### config.mk
export PLATFORM = sky130hd
export DESIGN_NAME = lfm_burst_sequencer
export DESIGN_NICKNAME = d
export VERILOG_FILES = /design/src/rtl/lfm_burst_sequencer.sv
export SDC_FILE = /design/constraint.sdc
export NUM_CORES = 1
export LEC_CHECK = 0
export ABC_AREA = 1
export BUFFER_PORTS_ARGS = -buffer_cell sky130_fd_sc_hd__buf_2
export CAP_MARGIN = 25
export CORE_ASPECT_RATIO = 1.25
export CORE_MARGIN = 1.5
export CORE_UTILIZATION = 40
export DETAILED_ROUTE_END_ITERATION = 10
export SLEW_MARGIN = 20
export SYNTH_ARGS = -nofsm -noshare
export SYNTH_HDL_FRONTEND = slang
export SYNTH_SLANG_ARGS = --single-unit
export TNS_END_PERCENT = 100
### constraint.sdc
create_clock -name clk -period 2.5 [get_ports clk]
set_input_delay 0.25 -clock clk [delete_from_list [all_inputs] [get_ports clk]]
set_output_delay 0.25 -clock clk [all_outputs]
set_load 0.1 [all_outputs]
### src/rtl/lfm_burst_sequencer.sv
// Burst controller in front of the LFM chirp DDS. It accepts and validates one
// configuration, then strobes the DDS once per pulse with a programmable idle gap between pulses.
module lfm_burst_sequencer #(
    parameter int unsigned GAP_W   = 32,
    parameter int unsigned PULSE_W = 16
) (
    input  logic               clk,
    input  logic               rst_n,
    input  logic               cfg_valid,
    output logic               cfg_ready,
    input  logic [31:0]        cfg_f_start,
    input  logic [31:0]        cfg_f_stop,
    input  logic [31:0]        cfg_f_clk,
    input  logic [63:0]        cfg_chirp_len,
    input  logic [GAP_W-1:0]   cfg_gap,
    input  logic [PULSE_W-1:0] cfg_num_pulses,
    input  logic               abort,
    output logic               dds_start,
    output logic [31:0]        dds_f_start,
    output logic [31:0]        dds_f_stop,
    output logic [31:0]        dds_f_clk,
    output logic [63:0]        dds_chirp_len,
    input  logic               dds_busy,
    input  logic               dds_done,
    output logic               seq_busy,
    output logic [PULSE_W-1:0] pulse_idx,
    output logic               burst_done,
    output logic               burst_aborted,
    output logic               err_cfg,
    output logic [1:0]         err_code,
    output logic               err_nack
);

    typedef enum logic [2:0] {
        S_IDLE, S_CHECK, S_START, S_RUN, S_GAP, S_DONE
    } state_t;

    state_t             state;
    logic [GAP_W-1:0]   gap_reg;
    logic [GAP_W-1:0]   gap_cnt;
    logic [PULSE_W-1:0] num_reg;
    logic               abort_flag;
    logic               first_run;
    logic [1:0]         cfg_err;
    logic               abort_hit;
    logic               last_pulse;

    assign seq_busy  = (state != S_IDLE);
    assign cfg_ready = !seq_busy;

    // Validation of the latched config; 33-bit compare so 2*f_stop cannot wrap.
    always_comb begin
        cfg_err = 2'd0;
        if (dds_f_clk == 32'd0 || dds_chirp_len == 64'd0) begin
            cfg_err = 2'd1;
        end else if (dds_f_stop < dds_f_start) begin
            cfg_err = 2'd2;
        end else if ({dds_f_stop, 1'b0} > {1'b0, dds_f_clk}) begin
            cfg_err = 2'd3;
        end
    end

    assign abort_hit  = abort_flag | abort;
    assign last_pulse = (num_reg != '0) && (PULSE_W'(pulse_idx + PULSE_W'(1)) == num_reg);

    always_ff @(posedge clk or negedge rst_n) begin
        if (!rst_n) begin
            state         <= S_IDLE;
            gap_reg       <= '0;
            gap_cnt       <= '0;
            num_reg       <= '0;
            abort_flag    <= 1'b0;
            first_run     <= 1'b0;
            dds_start     <= 1'b0;
            dds_f_start   <= '0;
            dds_f_stop    <= '0;
            dds_f_clk     <= '0;
            dds_chirp_len <= '0;
            pulse_idx     <= '0;
            burst_done    <= 1'b0;
            burst_aborted <= 1'b0;
            err_cfg       <= 1'b0;
            err_code      <= 2'd0;
            err_nack      <= 1'b0;
        end else begin
            dds_start     <= 1'b0;
            burst_done    <= 1'b0;
            burst_aborted <= 1'b0;
            err_cfg       <= 1'b0;
            err_nack      <= 1'b0;
            first_run     <= (state == S_START);
            case (state)
                S_IDLE: begin
                    if (cfg_valid) begin
                        dds_f_start   <= cfg_f_start;
                        dds_f_stop    <= cfg_f_stop;
                        dds_f_clk     <= cfg_f_clk;
                        dds_chirp_len <= cfg_chirp_len;
                        gap_reg       <= cfg_gap;
                        num_reg       <= cfg_num_pulses;
                        pulse_idx     <= '0;
                        err_code      <= 2'd0;
                        abort_flag    <= 1'b0;
                        state         <= S_CHECK;
                    end
                end
                S_CHECK: begin
                    if (cfg_err != 2'd0) begin
                        err_code <= cfg_err;
                        err_cfg  <= 1'b1;
                        state    <= S_IDLE;
                    end else begin
                        dds_start <= 1'b1;
                        state     <= S_START;
                    end
                end
                S_START: begin
                    abort_flag <= abort_hit;
                    state      <= S_RUN;
                end
                S_RUN: begin
                    // Busy low on the first RUN cycle means the DDS ignored the start;
                    // the nack strobe lands together with burst_done.
                    if (first_run && !dds_busy) begin
                        err_nack      <= 1'b1;
                        abort_flag    <= 1'b1;
                        burst_done    <= 1'b1;
                        burst_aborted <= 1'b1;
                        state         <= S_DONE;
                    end else if (dds_done) begin
                        if (abort_hit || last_pulse) begin
                            abort_flag    <= abort_hit;
                            burst_done    <= 1'b1;
                            burst_aborted <= abort_hit;
                            state         <= S_DONE;
                        end else begin
                            pulse_idx <= PULSE_W'(pulse_idx + PULSE_W'(1));
                            if (gap_reg == '0) begin
                                dds_start <= 1'b1;
                                state     <= S_START;
                            end else begin
                                gap_cnt <= gap_reg;
                                state   <= S_GAP;
                            end
                        end
                    end else begin
                        abort_flag <= abort_hit;
                    end
                end
                S_GAP: begin
                    if (abort) begin
                        abort_flag    <= 1'b1;
                        burst_done    <= 1'b1;
                        burst_aborted <= 1'b1;
                        state         <= S_DONE;
                    end else if (gap_cnt == GAP_W'(1)) begin
                        dds_start <= 1'b1;
                        state     <= S_START;
                    end else begin
                        gap_cnt <= GAP_W'(gap_cnt - GAP_W'(1));
                    end
                end
                S_DONE: begin
                    state <= S_IDLE;
                end
                default: begin
                    state <= S_IDLE;
                end
            endcase
        end
    end

endmodule

Word level (Yosys, flattened, before mapping)
Cells that the tools add are included.
{"block": "word_totals", "wordCells": 117, "inputBits": 214, "ff_bits": 268, "out_inout_bits": 185}
{"block": "op_classes", "bitwise_logic": 1, "n_mux": 54, "reduce_logical": 23, "add_sub_neg": 2, "n_lt_le_gt_ge": 2, "eq_ne": 18}
{"operator": "$mux 32", "count": 6}
{"operator": "$logic_not 32->1", "count": 2}
{"operator": "$logic_not 64->1", "count": 1}
{"operator": "$mux 16", "count": 4}
{"operator": "$pmux 32 s2", "count": 1}
{"operator": "$gt 33x32->1", "count": 1}
{"operator": "$eq 32x1->1 const B", "count": 1}
{"operator": "$lt 32x32->1", "count": 1}
{"operator": "$pmux 16 s2", "count": 1}
{"operator": "$sub 32x1->32 const B", "count": 1}
{"operator": "$mux 1", "count": 23}
{"operator": "$mux 3", "count": 7}
{"operator": "$ne 2x2->1 const B", "count": 9}
{"operator": "$add 16x1->16 const B", "count": 1}
{"operator": "$eq 16x16->1", "count": 1}
{"operator": "$reduce_bool 16->1", "count": 1}
{"operator": "$pmux 3 s5", "count": 1}
{"operator": "$mux 2", "count": 6}
{"operator": "$reduce_bool 2->1", "count": 4}
{"operator": "$reduce_and 7->1", "count": 1}
{"operator": "$eq 3x2->1 const B", "count": 2}
{"operator": "$ne 3x3->1 const B", "count": 2}
{"operator": "$reduce_and 3->1", "count": 2}
{"operator": "$reduce_and 5->1", "count": 1}
{"operator": "other kinds (16)", "count": 20}

Depth between registers and ports, before layout
Gate-level depths: netlist (run 1).
{"block": "logic_depth", "ltp_word": 8, "mapped_depth": 18, "ltp_nobuf": 17}

Worst setup path after synthesis (run 1)
Ideal clock, no wire load.
{"block": "synth_timing", "path_type": "flip-flop to flip-flop", "startpoint": "register state[1]", "endpoint": "register dds_f_stop[29]", "t_arrival_ns": 4.007, "synth_period_minus_slack_ns": 4.133, "path_buffers": 1, "stages_incl_launch_ff": 8, "required_time_ns": 2.374, "slack_ns": -1.633, "setup_time_ns": 0.126, "cell_sequence": "dfrtp_1 nor2_1 inv_1 nor2_1 inv_1 nor2_1 clkbuf_1 mux2_2"}
{"block": "synth_between", "elab_chain_cells": 2}
{"item": "start, declared", "line": "38", "text": "state_t state;"}
{"item": "start signal, assigned", "line": "68", "text": "state <= S_IDLE;"}
{"item": "start signal, assigned", "line": "104", "text": "state <= S_CHECK;"}
{"item": "start signal, assigned", "line": "111", "text": "state <= S_IDLE;"}
{"item": "$logic_not 3->1", "line": "92", "text": "case (state)"}
{"item": "$reduce_and 2->1 (no line)"}
{"item": "end signal, assigned", "line": "96", "text": "dds_f_stop <= cfg_f_stop;"}
{"item": "end, declared", "line": "20", "text": "output logic [31:0] dds_f_stop,"}
Every way passes these cells.
A chain may end at the register's enable or synchronous reset.

Final worst setup path (run 1)
{"block": "layout_timing", "startpoint": "register pulse_idx[0]", "endpoint": "register gap_cnt[4]"}
{"block": "layout_between", "elab_chain_cells": 6}
{"item": "start, declared", "line": "26", "text": "output logic [PULSE_W-1:0] pulse_idx,"}
{"item": "start signal, assigned", "line": "137", "text": "pulse_idx <= PULSE_W'(pulse_idx + PULSE_W'(1));"}
{"item": "$add 16x1->16", "line": "64", "text": "assign last_pulse = (num_reg != '0) && (PULSE_W'(pulse_idx + PULSE_W'(1)) == num_reg);"}
{"item": "$eq 16x16->1", "line": "64"}
{"item": "$logic_and 1x1->1", "line": "64"}
{"item": "$logic_or 1x1->1", "line": "131", "text": "if (abort_hit || last_pulse) begin"}
{"item": "$ne 2x2->1 (no line)"}
{"item": "$reduce_and 7->1 (no line)"}
{"item": "end signal, assigned", "line": "142", "text": "gap_cnt <= gap_reg;"}
{"item": "end signal, assigned", "line": "160", "text": "gap_cnt <= GAP_W'(gap_cnt - GAP_W'(1));"}
{"item": "end, declared", "line": "40", "text": "logic [GAP_W-1:0] gap_cnt;"}
Every way passes these cells.

==> impl_metrics.csv, run 1 <==
group,metric,value,unit
hold_path,hold_class,"in2reg",
sta,tightest_slew,0.579,ns
logic_synthesis,yosysTopAreaCellShare,48.0,%
critical_path,worstPathRequired,2.96,ns
critical_path,crit_arrival,2.85,ns
sta,setup_violations,0,
routing,post_drt_wl_per_cell,17.4,µm
routing,routed_via_density,5.02,
logic_synthesis,synth_warnings,0,
floorplan,ios,399,
global_routing,antenna_found_initial,4,
critical_path,critPathSlowestCell,"dfrtp_2",
logic_synthesis,synth.distinct_cells,47,
critical_path,critPathKind,"reg2reg",
global_routing,grt_max_degree,69,
cells_and_area,seq_area,6730,µm²
critical_path,path_cells,"buf_4 -> inv_2 -> nor2_2 -> nand2_2 -> inv_2 -> nand3_1 -> nand2_1 -> nand2_1 -> nand2_1 -> nand2_1 -> nor2_1 -> nand3_4 -> nand2_4 -> nand2_8 -> nand2_4 -> o21ai_2",
cts,cts.sink_count,268,
sta,maxSlewViolCount,0,
logic_synthesis,syn-cell-area,14000,µm²
global_routing,grt_use_total,26.5,%
critical_path,end_kind,"register",
cts,cts_buffers,31,
critical_path,cp_common_cell,"nand2_1",
logic_synthesis,netlist_instances,1644,
cells_and_area,nets,2555,
sta,finalHoldViolations,0,
cts,htree_levels,1,
floorplan,start_util,40.6,%
routing,vias,13900,
logic_synthesis,synth_area_per_cell,8.49,µm²
logic_synthesis,ys_ff_latch,268,
placed_design,place_congestion,0.900,
logic_synthesis,synthTopCellsByCount,"388 x nand2_1, 268 x dfrtp_1, 217 x inv_1",
global_routing,grt_pass1_wl,74600,µm
cells_and_area,regMostFlops,"dds_chirp_len",
logic_synthesis,synthTopCellsByArea,"dfrtp_1 48%, nand2_1 10%, o21ai_0 6.7%",
cts,cts-root-buf,"clkbuf_16",
critical_path,cp_max_fo,13,
logic_synthesis,syn_nets,1923,
routing,firstDrtPassIters,5,
logic_synthesis,synth-async-reset-ratio,100,%
floorplan,dieHeight,212,µm
floorplan,die_area,36000,µm²
floorplan,rows,76,
cells_and_area,drive_gt1_share,27.4,%
global_routing,grt_pass1_vias,14200,
placed_design,dp_hpwl,34200,µm
routing,wirelength,48100,µm
logic_synthesis,seq_area_frac_synth,48.0,%
sta,fin_crit_sh,95.8,%
cells_and_area,multiInputGateArea,6310,µm²
cts,clk_pin_slew_worst_paths,0.06,ns
cts,clockBufferDepth,3,
logic_synthesis,synth_edf_count,0,
sta,fin_crit,2.40,ns
cts,clk_latency,0.59,ns
routing,drt_iter0_drc,944,
cells_and_area,largest_reg_flops,64,
cells_and_area,n_fill_cell,3059,
sta,slew_headroom,61.1,%
floorplan,chipWidth,170,µm
logic_synthesis,synth.most_common_cell,"nand2_1",
global_routing,grt-ovfl-total,0,
sta,fmax,0.417,GHz
logic_synthesis,ys.flop_type,"dfrtp_1",
run_status,status,"completed",
logic_synthesis,yosysTopAreaCell,"dfrtp_1",
job,cap_violations,0,
sta,final.setup_skew,0.0282,ns
sta,tns,0,ns
floorplan,coreArea,34400,µm²
routing,ant_nets,0,
cells_and_area,syn_to_final_growth,43.9,%
routing,remaining_drc_errors,0,
critical_path,start_kind,"register",
placed_design,portBuffers,398,
critical_path,cpPeakStageDelay,0.42,ns
cts,cts_tree,"yes",
worst paths after layout:
path	endpoint	depth (start not counted)	start	slack (ns)
setup / recovery	gap_cnt[4]$_DFFE_PN0P_	16	pulse_idx[0]$_DFFE_PN0P_	0.10
min in group asynchronous	gap_reg[12]$_DFFE_PN0P_	2	rst_n	0.23
setup reg to reg	gap_cnt[4]$_DFFE_PN0P_	16	pulse_idx[0]$_DFFE_PN0P_	0.10
max in group asynchronous	dds_f_clk[21]$_DFFE_PN0P_	3	rst_n	1.31
hold reg to reg	err_code[0]$_DFFE_PN0P_	2	err_code[0]$_DFFE_PN0P_	0.47
hold / removal	burst_done$_DFF_PN0_	3	abort	0.04
cell families (layout without fill, tap and decap cells):
| kind of cell | Yosys count | in the layout | synth area share [%] |
|---|---|---|---|
| and+or+nand+nor | 684 | 687 | 21.5 |
| muxes | 64 | 64 | 5.16 |
| DFF | 268 | 268 | 48.0 |
| AOI/OAI and AO/OA | 279 | 279 | 10.9 |
| buffers and inverters | 273 | 927 | 7.85 |
| adders and majority gates | 65 | 65 | 5.82 |
| other | 0 | 3 | 0 |
| xor gates and xnor gates | 11 | 11 | 0.788 |
cell type report:
class	instances	share of cell area (%)
Tap cell	468	2.91
Clock inverter	12	0.859
Antenna cell	3	0.0374
Timing Repair Buffer	650	22.6
Inverter	219	4.12
Multi-Input combinational cell	1106	31.4
Clock buffer	46	4.59
Sequential cell	268	33.5
per-layer routing:
layer / global-route usage (%) / up-vias / part of all wire (%)
met2: 46.4 / 525 / 51
met3: 5.12 / 143 / 6.5
met5: 0 / - / 0.027
met4: 14.1 / 2 / 5.3
met1: 30.4 / 6573 / 38
li1: - / 6684 / -
through the flow:
step / hold slack, ns / instances / instance area, µm² / util (%) / setup slack, ns
6_report: 0.0417 / 2772 / 20100 / 58.4 / 0.104
5_1_grt: 0.0438 / 2772 / 20100 / 58.4 / -0.0335
4_1_cts: 0.00532 / 2762 / 19900 / 57.8 / 0.0638
3_5_place_dp: 0.271 / 2491 / 16700 / 48.4 / -0.135
3_3_place_gp: 0.270 / 2491 / 16700 / 48.4 / -0.0857
2_1_floorplan: -0.0456 / 1644 / 14100 / - / -0.306
worst max-delay path, delay by kind of cell, from the launching register on:
family                 cells  cell delay, ns
AO/OA/AOI/OAI              1            0.08
flip-flops                 1            0.42
AND/OR/NAND/NOR           12            1.47
buffers and inverters      3            0.27
placed cells by master, fill, tap and decap left out, types with 5 or more instances in the layout:
| cell | count |
|---|---|
| xor2_1 | 6 |
| clkinv_2 | 5 |
| a21oi_1 | 44 |
| nand3b_1 | 6 |
| nor2_4 | 6 |
| o21ai_0 | 186 |
| dfrtp_2 | 18 |
| nor4_1 | 15 |
| dfrtp_1 | 250 |
| nor3_1 | 12 |
| nand4_1 | 52 |
| buf_4 | 33 |
| mux2_2 | 64 |
| o21ai_2 | 17 |
| buf_2 | 397 |
| clkbuf_16 | 32 |
| clkbuf_1 | 6 |
| o21a_1 | 5 |
| nor2_2 | 6 |
| o21bai_1 | 5 |
| inv_1 | 215 |
| dlygate4sd3_1 | 210 |
| ha_1 | 63 |
| nor2_1 | 103 |
| clkbuf_8 | 9 |
| buf_12 | 8 |
| o21ai_1 | 7 |
| nand2_1 | 386 |
| nand3_1 | 77 |
repair_timing:
action | CTS | global route
resized for setup | 3 | 22
hold buffers | 210 | 0
pin swaps | 2 | 8
hold endpoints to repair | 270 | 0
setup buffers | 2 | 4
endpoints found under the setup margin | 34 | 54
cloned | 1 | 3
Power of run 1 is left out: the tool's default activity adds up to more than one toggle a clock period on the data nets, which glitch-free logic cannot reach.
==> inputs of run 2 (changes only) <==
==> constraint.sdc (replaced) <==
create_clock -name clk -period 2.3 [get_ports clk]
set_input_delay 0.23 -clock clk [delete_from_list [all_inputs] [get_ports clk]]
set_output_delay 0.23 -clock clk [all_outputs]
set_load 0.1 [all_outputs]
==> run 2 against run 1 <==
- sequential cell count did not move
- final area up 2.8%
- wire length rose by 0.26%
- hold slack gained 0.00058 ns
- core utilization is 1.6 points higher
- global-route usage grew 0.17 points
- die area unchanged
- register-to-register slack lost 0.06 ns
- sequential share of layout area fell by 0.74 points
- clock skew decreased by 0.0055 ns
- largest cell class unchanged
==> impl_metrics.csv, run 2 (synthesized netlist as in run 1, its figures left out) <==
group,metric,value,unit
sta,final.setup_skew,0.0227,ns
global_routing,grt_pass1_vias,14500,
cts,cts_buffers,30,
routing,remaining_drc_errors,0,
cts,clk_latency,0.57,ns
sta,setup_violations,0,
cts,htree_levels,1,
cells_and_area,seq_area,6760,µm²
routing,ant_nets,0,
cts,cts_tree,"yes",
routing,post_drt_wl_per_cell,17.1,µm
critical_path,crit_arrival,2.73,ns
sta,fin_crit_sh,98.2,%
global_routing,grt_max_degree,66,
cts,clockBufferDepth,3,
sta,fin_crit,2.26,ns
critical_path,cpPeakStageDelay,0.44,ns
hold_path,hold_class,"in2reg",
sta,fmax,0.443,GHz
floorplan,rows,76,
global_routing,grt-ovfl-total,0,
critical_path,cp_max_fo,17,
cts,clk_pin_slew_worst_paths,0.07,ns
sta,finalHoldViolations,0,
critical_path,worstPathRequired,2.78,ns
sta,slew_headroom,61.5,%
cells_and_area,finalInstanceArea,20600,µm²
critical_path,critPathKind,"reg2reg",
critical_path,r2r_setup_slack,0.04,ns
sta,rsz0062_at_grt,"yes",
placed_design,portBuffers,398,
global_routing,grt_pass1_wl,75400,µm
cells_and_area,nets,2610,
global_routing,grt_use_total,26.7,%
cts,cts-root-buf,"clkbuf_16",
cells_and_area,final_common_cell,"buf_2",
cells_and_area,syn_to_final_growth,47.9,%
critical_path,end_kind,"register",
job,cap_violations,0,
floorplan,ios,399,
critical_path,path_cells,"ha_4 -> nand2_4 -> nor2_4 -> nand3_1 -> nand2_1 -> nand3_1 -> nand2_1 -> nand3_1 -> nor2_2 -> nand3_2 -> nand2_2 -> nand2_4 -> nand2_8 -> buf_12 -> nand2_1 -> o21ai_2",
floorplan,die_area,36000,µm²
cells_and_area,n_fill_cell,2976,
sta,tightest_slew,0.578,ns
cells_and_area,final_cell_mix,"397 x buf_2, 378 x nand2_1, 229 x dfrtp_1",
run_status,status,"completed",
cells_and_area,drive_gt1_share,30.9,%
critical_path,critPathSlowestCell,"dfrtp_4",
global_routing,antenna_found_initial,3,
floorplan,chipWidth,170,µm
sta,maxSlewViolCount,0,
floorplan,start_util,40.6,%
cells_and_area,largest_reg_flops,64,
cts,cts.sink_count,268,
floorplan,dieHeight,212,µm
placed_design,placed_cell_area,17200,µm²
routing,vias,13900,
placed_design,dp_hpwl,34900,µm
routing,routed_via_density,4.93,
routing,firstDrtPassIters,5,
cells_and_area,regMostFlops,"dds_chirp_len",
cells_and_area,multiInputGateArea,6320,µm²
placed_design,place_congestion,0.919,
critical_path,start_kind,"register",
routing,drt_iter0_drc,868,
floorplan,coreArea,34400,µm²
routing,wirelength,48300,µm
## run 2: changes by cell type in the layout (fill, tap and decap cells not counted), moves of 4 or more
| cell | delta |
|---|---|
| o21ai_1 | -4 |
| nand2_2 | +8 |
| nor2_1 | -5 |
| dfrtp_2 | +18 |
| buf_4 | +50 |
| nand2_1 | -8 |
| dfrtp_1 | -21 |
| buf_12 | +6 |
## run 2: path summary, 6_finish.rpt
kind | cells past startpoint | startpoint | end
setup / recovery | 16 | pulse_idx[1]$_DFFE_PN0P_ | gap_cnt[9]$_DFFE_PN0P_
hold / removal | 4 | dds_done | state[1]$_DFFE_PN0P_
setup reg to reg | 16 | pulse_idx[1]$_DFFE_PN0P_ | gap_cnt[9]$_DFFE_PN0P_
hold reg to reg | 2 | err_code[0]$_DFFE_PN0P_ | err_code[0]$_DFFE_PN0P_
max in group asynchronous | 3 | rst_n | dds_f_start[21]$_DFFE_PN0P_
min in group asynchronous | 2 | rst_n | gap_reg[12]$_DFFE_PN0P_
## run 2: stage by stage
stage,utilization (%),hold WS (ns),setup TNS (ns),worst slack (ns),cells
global placement,49.9,0.249,-0.00109,-0.00109,2540
detailed placement,49.9,0.242,-0.109,-0.0455,2540
finish,60.0,0.0423,0,0.0421,2825
global route,60.0,0.0280,-3.10,-0.119,2824
CTS,59.2,0.0115,0,0.0108,2808
floorplan,-,-0.0656,-97.08,-0.506,1644
## run 2: metal layers
metal	GRT usage, %	routed length, µm	up-vias
met2	47.1	24300	480
met1	30.8	18800	6528
met3	4.64	2640	137
met5	0	10	-
li1	-	-	6779
met4	13.6	2510	2
## run 2: cell type report
| cell class | instances | area share [%] |
|---|---|---|
| Multi-Input combinational cell | 1103 | 30.6 |
| Inverter | 219 | 4.03 |
| Timing Repair Buffer | 709 | 24.6 |
| Tap cell | 468 | 2.84 |
| Clock buffer | 44 | 4.43 |
| Clock inverter | 12 | 0.709 |
| Antenna cell | 2 | 0.0242 |
| Sequential cell | 268 | 32.7 |
## run 2: worst max-delay path: cells and delay by family (launching register included)
family,cells,cell delay [ns]
compound gates,1,0.06
flops,1,0.44
simple gates,13,1.32
fa+ha+maj,1,0.17
buf+inv,1,0.16
## run 2: repair_timing
action	CTS	global route
endpoints found under the setup margin	30	60
hold endpoints to repair	266	0
buffers inserted	2	13
resized for setup	2	39
hold buffers	210	0
cloned	0	2
pin swaps	1	6
Power of run 2 is left out for the same reason.
